==> config.mk <==
export PLATFORM = sky130hd
export DESIGN_NAME = plic_gateway
export DESIGN_NICKNAME = d
export VERILOG_FILES = /design/src/rtl/plic_gateway.sv
export SDC_FILE = /design/constraint.sdc
export NUM_CORES = 1
export LEC_CHECK = 0
export BUFFER_PORTS_ARGS = -buffer_cell sky130_fd_sc_hd__buf_2
export CELL_PAD_IN_SITES_DETAIL_PLACEMENT = 1
export CELL_PAD_IN_SITES_GLOBAL_PLACEMENT = 2
export CORE_ASPECT_RATIO = 0.6
export CORE_MARGIN = 8
export CORE_UTILIZATION = 30
export DETAILED_ROUTE_END_ITERATION = 6
export GPL_TIMING_DRIVEN = 0
export PLACE_DENSITY_LB_ADDON = 0.1
export SLEW_MARGIN = 20
export SYNTH_ARGS = -nofsm -noshare
export SYNTH_HDL_FRONTEND = slang
export SYNTH_SLANG_ARGS = --single-unit
==> constraint.sdc <==
create_clock -name wb_clk_i -period 1.9 [get_ports wb_clk_i]
set_clock_uncertainty 0.1 [all_clocks]
set_input_delay 0.19 -clock wb_clk_i [delete_from_list [all_inputs] [get_ports wb_clk_i]]
set_output_delay 0.19 -clock wb_clk_i [all_outputs]
set_load 0.05 [all_outputs]
==> src/rtl/plic_gateway.sv <==
// Interrupt gateway: synchronizes raw source lines and tracks each one through IDLE/PENDING/INSERVICE.
// Optional build macro PLIC_GW_EDGE_COUNT_EN adds a 3-bit saturating edge counter per source.
module plic_gateway #(
  parameter int NSRC        = 8,
  parameter int IDW         = 5,
  parameter int SYNC_STAGES = 2
) (
  input  logic            wb_clk_i,
  input  logic            wb_rst_n_i,
  input  logic [NSRC-1:0] src_i,
  input  logic [NSRC-1:0] edge_sel_i,
  input  logic            claim_i,
  input  logic [IDW-1:0]  claim_id_i,
  input  logic            complete_i,
  input  logic [IDW-1:0]  complete_id_i,
  output logic [NSRC-1:0] pending_o,
  output logic [NSRC-1:0] busy_o,
  output logic [NSRC-1:0] overrun_o
);

  typedef enum logic [1:0] {
    IDLE      = 2'd0,
    PENDING   = 2'd1,
    INSERVICE = 2'd2
  } state_t;

  // Slot 0 is reserved; its inputs are intentionally ignored.
  logic unused_slot0_s;
  assign unused_slot0_s = src_i[0] ^ edge_sel_i[0];

  assign pending_o[0] = 1'b0;
  assign busy_o[0]    = 1'b0;
  assign overrun_o[0] = 1'b0;

  for (genvar i = 1; i < NSRC; i++) begin : g_src
    localparam logic [IDW-1:0] SRC_ID = IDW'(i);

    logic [SYNC_STAGES-1:0] sync_r;
    logic                   prev_r;
    logic                   sync_s;
    logic                   edge_req_s;
    logic                   req_s;
    logic                   claim_hit_s;
    logic                   complete_hit_s;
    state_t                 state_r;
    state_t                 state_s;
    logic                   overrun_r;
    logic                   overrun_s;
    logic                   pending_r;
    logic                   busy_r;

    assign sync_s         = sync_r[SYNC_STAGES-1];
    assign edge_req_s     = edge_sel_i[i] & sync_s & ~prev_r;
    assign req_s          = edge_sel_i[i] ? edge_req_s : sync_s;
    assign claim_hit_s    = claim_i && (claim_id_i == SRC_ID);
    assign complete_hit_s = complete_i && (complete_id_i == SRC_ID);

`ifdef PLIC_GW_EDGE_COUNT_EN
    logic [2:0] cnt_r;
    logic [2:0] cnt_s;

    // Next state with edge counting: queued edges re-pend the source on complete.
    always_comb begin
      state_s   = state_r;
      overrun_s = overrun_r;
      cnt_s     = cnt_r;
      case (state_r)
        IDLE: begin
          if (req_s) state_s = PENDING;
          else       state_s = IDLE;
        end
        PENDING: begin
          if (claim_hit_s) state_s = INSERVICE;
          else             state_s = PENDING;
          if (edge_req_s) begin
            if (cnt_r == 3'd7) overrun_s = 1'b1;
            else               cnt_s     = cnt_r + 3'd1;
          end else begin
            cnt_s = cnt_r;
          end
        end
        INSERVICE: begin
          if (complete_hit_s) begin
            overrun_s = 1'b0;
            if (cnt_r != 3'd0) begin
              state_s = PENDING;
              if (edge_req_s) cnt_s = cnt_r;
              else            cnt_s = cnt_r - 3'd1;
            end else if (edge_req_s) begin
              // An edge landing on the completing cycle is served directly.
              state_s = PENDING;
            end else begin
              state_s = IDLE;
            end
          end else begin
            state_s = INSERVICE;
            if (edge_req_s) begin
              if (cnt_r == 3'd7) overrun_s = 1'b1;
              else               cnt_s     = cnt_r + 3'd1;
            end else begin
              cnt_s = cnt_r;
            end
          end
        end
        default: begin
          state_s = IDLE;
          cnt_s   = 3'd0;
        end
      endcase
    end

    // Edge counter register.
    always_ff @(posedge wb_clk_i) begin
      if (!wb_rst_n_i) cnt_r <= 3'd0;
      else             cnt_r <= cnt_s;
    end
`else
    // Next state without counting: edges merge while pending and are lost while in service.
    always_comb begin
      state_s   = state_r;
      overrun_s = overrun_r;
      case (state_r)
        IDLE: begin
          if (req_s) state_s = PENDING;
          else       state_s = IDLE;
        end
        PENDING: begin
          if (claim_hit_s) state_s = INSERVICE;
          else             state_s = PENDING;
        end
        INSERVICE: begin
          if (complete_hit_s) begin
            state_s   = IDLE;
            overrun_s = edge_req_s;
          end else begin
            state_s   = INSERVICE;
            overrun_s = overrun_r | edge_req_s;
          end
        end
        default: begin
          state_s = IDLE;
        end
      endcase
    end
`endif

    // Synchronizer chain plus one sample of history for edge detection.
    always_ff @(posedge wb_clk_i) begin
      if (!wb_rst_n_i) begin
        sync_r <= '0;
        prev_r <= 1'b0;
      end else begin
        sync_r <= {sync_r[SYNC_STAGES-2:0], src_i[i]};
        prev_r <= sync_s;
      end
    end

    // State register and registered output decode.
    always_ff @(posedge wb_clk_i) begin
      if (!wb_rst_n_i) begin
        state_r   <= IDLE;
        overrun_r <= 1'b0;
        pending_r <= 1'b0;
        busy_r    <= 1'b0;
      end else begin
        state_r   <= state_s;
        overrun_r <= overrun_s;
        pending_r <= (state_s == PENDING);
        busy_r    <= (state_s == INSERVICE);
      end
    end

    assign pending_o[i] = pending_r;
    assign busy_o[i]    = busy_r;
    assign overrun_o[i] = overrun_r;
  end

endmodule

==> impl_metrics.ini, run 1 <==
[setup_path]
startpoint_type = flip-flop
crit_type = flip-flop to output pin
cpPeakStageDelay_ns = 0.34
timing.reg2reg.setup_slack_ns = 0.66
cp_data_arrival_time_ns = 0.99
crit_fanout = 2
cp_slowest_cell = dfxtp_1
crit_family = buffers and inverters
critPathCaptureType = output pin
worst-path-buf-inv = 2
critPathRequiredTime_ns = 1.61
crit_chain = buf_4 -> buf_2

[yosys]
syn_inst = 221
yosys.area.top_type = dfxtp_1
yosysUniqueCellTypes = 38
ys_seq_area_frac = 0.500
synth_area_um2 = 2240
synthFlopType = dfxtp_1
yosysWarnings = 0
ys_async_sr_fraction = 0
ys_seq_elements = 56
synth_edf_count = 0
yosys.area.top_type_share = 0.500
syn_avg_cell_area_um2 = 10.1
synthTopCellsByArea = dfxtp_1 (50%), buf_4 (8.4%), and2_1 (5.9%), nor2b_1 (2.8%), a32o_1 (2.7%)

[floorplan]
fp.dieArea_um2 = 10600
core_area_um2 = 7240
start_util = 0.310
die_width_um = 128
ioPinCount = 54
die_height_um = 82.9
num_rows = 24

[placement]
portBuffers = 46
pre_cts_ws_ns = 0.320
dpl.hpwl_mm = 4.44
place_congestion = 0.760
place_area_um2 = 2610

[global_route]
grt_pass1_vias = 1925
grt_pass1_wl_mm = 9.69
track_usage = 0.116
grt_max_degree = 16
grt.overflow.total = 0
antenna_found_initial = 0

[clock_network]
root_buffer = clkbuf_16
clock_path_buffers = 2
clock_latency_ns = 0.29
clk_pin_slew_ns = 0.07
cts_tree = yes
cts-buffers-inserted = 5
htree_num_levels = 2
post-cts-setup-buffer-count = 0
cts.sinks = 56

[drt]
drt_iter0_markers = 80
routed_wl_mm = 5.76
routed_via_density = 4.60
vias = 1754
final_antenna_net_count = 0
first_pass_iters = 4
wl_per_cell_um = 15.1
drcViolationCount = 0

[sta]
min_period_ns = 1.28
hold_violations = 0
fmax_ghz = 0.784
tightest_slew_ns = 0.566
rsz0062_at_grt = no
drv_slew = 0
fin_ws_ns = 0.624
timing.hold.ws_ns = 0.00256
setup_viol = 0
relSlewSlack = 0.623
tns_ns = 0
finalCritPeriodShare = 0.671

[power_and_ir_drop]
max-vdd-ir-drop_mv = 0.339
power_density_nw_per_um2 = 858
leakagePower_uw = 0.00118

[cells_and_area]
fill_cells = 833
drive_above_1_share = 0.310
areaGrowthSynthToFinish_pct = 23.7
layout_commonest_cell = dfxtp_1
fin_util = 0.383
diodes = 0
num-nets-final = 307
final_cell_mix = dfxtp_1 (56), buf_2 (48), buf_4 (25), and2_1 (21), nand2_1 (13)
fin_area_um2 = 2770

[run]
maxCapViolCount = 0

[min_path]
holdCritPathClass = primary input to flip-flop

[outcome]
status = finished clean
cells in the mapped netlist (3+ instances only):
| master | number |
|---|---|
| a21oi_1 | 10 |
| a32o_1 | 6 |
| and2_1 | 21 |
| and3b_1 | 4 |
| buf_4 | 25 |
| clkbuf_1 | 3 |
| dfxtp_1 | 56 |
| nand2_1 | 13 |
| nand3_1 | 5 |
| nand3b_1 | 5 |
| nand4b_1 | 3 |
| nor2_1 | 5 |
| nor2b_1 | 10 |
| nor4_1 | 9 |
| nor4b_1 | 3 |
| o21ai_1 | 7 |
| o32ai_1 | 5 |
cell families (layout without fill, tap and decap cells):
| family | Yosys count | count (layout) | synth area share |
|---|---|---|---|
| simple gates | 94 | 94 | 0.280 |
| flops | 56 | 56 | 0.500 |
| compound gates | 36 | 36 | 0.115 |
| buf+inv | 34 | 88 | 0.103 |
| other cells | 1 | 3 | 0.00167 |
layer usage:
metal / wire (um) / up-vias / global-route usage
met5: 0 / - / 0
met3: 305 / 8 / 0.0338
met2: 2380 / 30 / 0.170
li1: - / 882 / -
met1: 2990 / 834 / 0.154
met4: 85 / 0 / 0.0472
worst register-to-register path, cell delays in order, from the launching register on:
cell,delay [ns]
dfxtp_1,0.36
nor2b_1,0.27
nand3_1,0.14
a32o_1,0.27
final cells by class:
type                    instances  area (um2)  share of cell area
flip-flops and latches         56        1120               0.405
multi-input cells             133         896               0.323
repair buffers                 47         240              0.0867
plain buffers                  31         220              0.0795
clock buffers                   7         153              0.0551
well taps                     104         130              0.0470
inverters                       3        11.3             0.00406
sequential cells by signal (all words and copies together) (netlist names):
signal	flops
g_src.busy_r	7
g_src.pending_r	7
g_src.prev_r	7
g_src.state_r	14
g_src.overrun_r	7
g_src.sync_r	14
worst paths after layout:
kind	startpoint	endpoint	depth (start not counted)
min	src_i[1]	g_src[1].sync_r[0]	2
min reg2reg	g_src[7].sync_r[0]	g_src[7].sync_r[1]	1
max	g_src[1].overrun_r	overrun_o[1]	2
max reg2reg	g_src[5].state_r[1]	g_src[5].overrun_r	3
through the flow:
stage	instances	total power, uW
CTS	381	2420
global placement	373	1460
detailed placement	373	1460
floorplan	223	1380
finish	381	2380
global route	381	2490
power breakdown:
part	switching (uW)	internal [uW]
Clock	396	554
Combinational	127	77.5
Sequential	17.0	1210
Total	539	1840
what timing repair did:
action | 4_1_cts | 5_1_grt
resized for setup | 0 | 0
hold buffers | 1 | 0
hold endpoints to repair | 1 | 0
Note: power is estimated with default switching activity, not from simulation.
==> run 2, diff against run 1 <==
clock period = 1.21 ns   (was 1.9 ns; I/O delays follow)
==> impl_metrics.ini, run 2 (same netlist as run 1, synthesis figures left out) <==
[outcome]
status = finished clean

[floorplan]
fp.dieArea_um2 = 10600
die_width_um = 128
die_height_um = 82.9
start_util = 0.310
core_area_um2 = 7240
num_rows = 24
ioPinCount = 54

[sta]
fmax_ghz = 0.853
tightest_slew_ns = 0.563
tns_ns = 0
rsz0062_at_grt = yes
drv_slew = 0
finalCritPeriodShare = 0.968
hold_violations = 0
min_period_ns = 1.17
timing.hold.ws_ns = 0.00145
setup_viol = 0
relSlewSlack = 0.625

[cells_and_area]
fin_area_um2 = 2920
reg_top3 = g_src.state_r x14, g_src.sync_r x14
num-nets-final = 314
final_cell_count_no_fill = 388
areaGrowthSynthToFinish_pct = 30.3
drive_above_1_share = 0.345
fill_cells = 846
final_cell_mix = dfxtp_1 (52), buf_2 (35), buf_4 (31), and2_1 (21), nand2_1 (13)
layout_commonest_cell = dfxtp_1
diodes = 0

[global_route]
grt_pass1_wl_mm = 9.64
track_usage = 0.113
grt_max_degree = 16
grt_util_met3 = 0.0357
use_met2 = 0.166
antenna_found_initial = 0
busiest_layer = met2
grt.overflow.total = 0
grt_pass1_vias = 1844
grt_util_met1 = 0.156

[min_path]
holdCritPathClass = primary input to flip-flop

[clock_network]
cts_tree = yes
clock_latency_ns = 0.29
post-cts-setup-buffer-count = 0
clk_pin_slew_ns = 0.07
cts.sinks = 56
root_buffer = clkbuf_16
clock_path_buffers = 2
cts-buffers-inserted = 5
htree_num_levels = 2

[placement]
dpl.hpwl_mm = 4.39
portBuffers = 46
place_area_um2 = 2610
dp.cells = 373
place_congestion = 0.728

[setup_path]
startpoint_type = flip-flop
cpPeakStageDelay_ns = 0.32
crit_type = flip-flop to output pin
crit_fanout = 1
cp_slowest_cell = dfxtp_1
crit_family = buffers and inverters
worst-path-buf-inv = 2
cp_data_arrival_time_ns = 0.95
critPathCaptureType = output pin
critPathRequiredTime_ns = 0.99
crit_chain = buf_4 -> buf_2

[drt]
drt_iter0_markers = 113
drcViolationCount = 0
first_pass_iters = 4
routed_via_density = 4.54
final_antenna_net_count = 0
vias = 1761
routed_wl_mm = 5.86
wl_per_cell_um = 15.1

[power_and_ir_drop]
power_density_nw_per_um2 = 1290
p_int_uw = 2910
max-vdd-ir-drop_mv = 0.479
leakagePower_uw = 0.00122
pwr-share-seq = 0.510
combPwrFrac = 0.090
switching_share = 0.230
switchingPower_uw = 869
clockPowerShare = 0.400

[run]
maxCapViolCount = 0
[run 2: cell types whose count changed in the layout (fill, tap and decap cells not counted), moves of 4 or more]
cell	change
buf_2	-13
buf_4	+6
clkbuf_4	+7
dfxtp_1	-4
dfxtp_2	+4
dlygate4sd3_1	+7
nor2b_1	-4
[run 2: final cells by class]
class                      count  area, um2  share of cell area
inverter                       3       11.3             0.00386
clock buffer                   7        153              0.0523
sequential                    56       1130               0.386
timing repair buffer          54        343               0.117
multi-input combinational    133        935               0.320
buffer                        31        221              0.0759
tap                          104        130              0.0446
[run 2: metrics by stage]
step | total power (uW) | util | setup slack (ns)
after floorplan | 2160 | - | 0.0361
after global placement | 2290 | 0.360 | -0.305
after detailed placement | 2290 | 0.360 | -0.256
after CTS | 3830 | 0.395 | 0.00330
after global routing | 3940 | 0.403 | -0.00368
final | 3780 | 0.403 | 0.0382
[run 2: routing by layer]
metal / vias to the layer above / share of wire
li1: 894 / -
met3: 8 / 0.050
met2: 35 / 0.42
met4: 0 / 0.012
met1: 824 / 0.52
met5: - / 0
[run 2: tightest hold or removal path, cell delays in order]
cell      delay [ns]
buf_2           0.11
nand3b_1        0.07
o21ai_1         0.05
[run 2: path summary, 6_finish.rpt]
check	startpoint	slack (ns)	cells after the start	end
worst max register to register	g_src[7].state_r[1]	0.04	3	g_src[7].state_r[1]
worst min register to register	g_src[7].sync_r[0]	0.34	1	g_src[7].sync_r[1]
worst max-delay path	g_src[6].pending_r	0.04	2	pending_o[6]
worst min-delay path	edge_sel_i[3]	0.001	3	g_src[3].overrun_r
[run 2: power groups by stage]
stage	clock (uW)	sequential [uW]	combinational (uW)
final	1510	1930	341
after global routing	1640	1930	374
after CTS	1560	1920	342
after detailed placement	0	1970	322
after global placement	0	1960	321
after floorplan	0	1960	206
[run 2: what timing repair did]
| item | 4_1_cts | 5_1_grt |
|---|---|---|
| hold buffers | 8 | 0 |
| pin swaps | 1 | 0 |
| hold endpoints to repair | 8 | 0 |
| setup endpoints to repair | 9 | 26 |
| gates resized for setup | 8 | 21 |
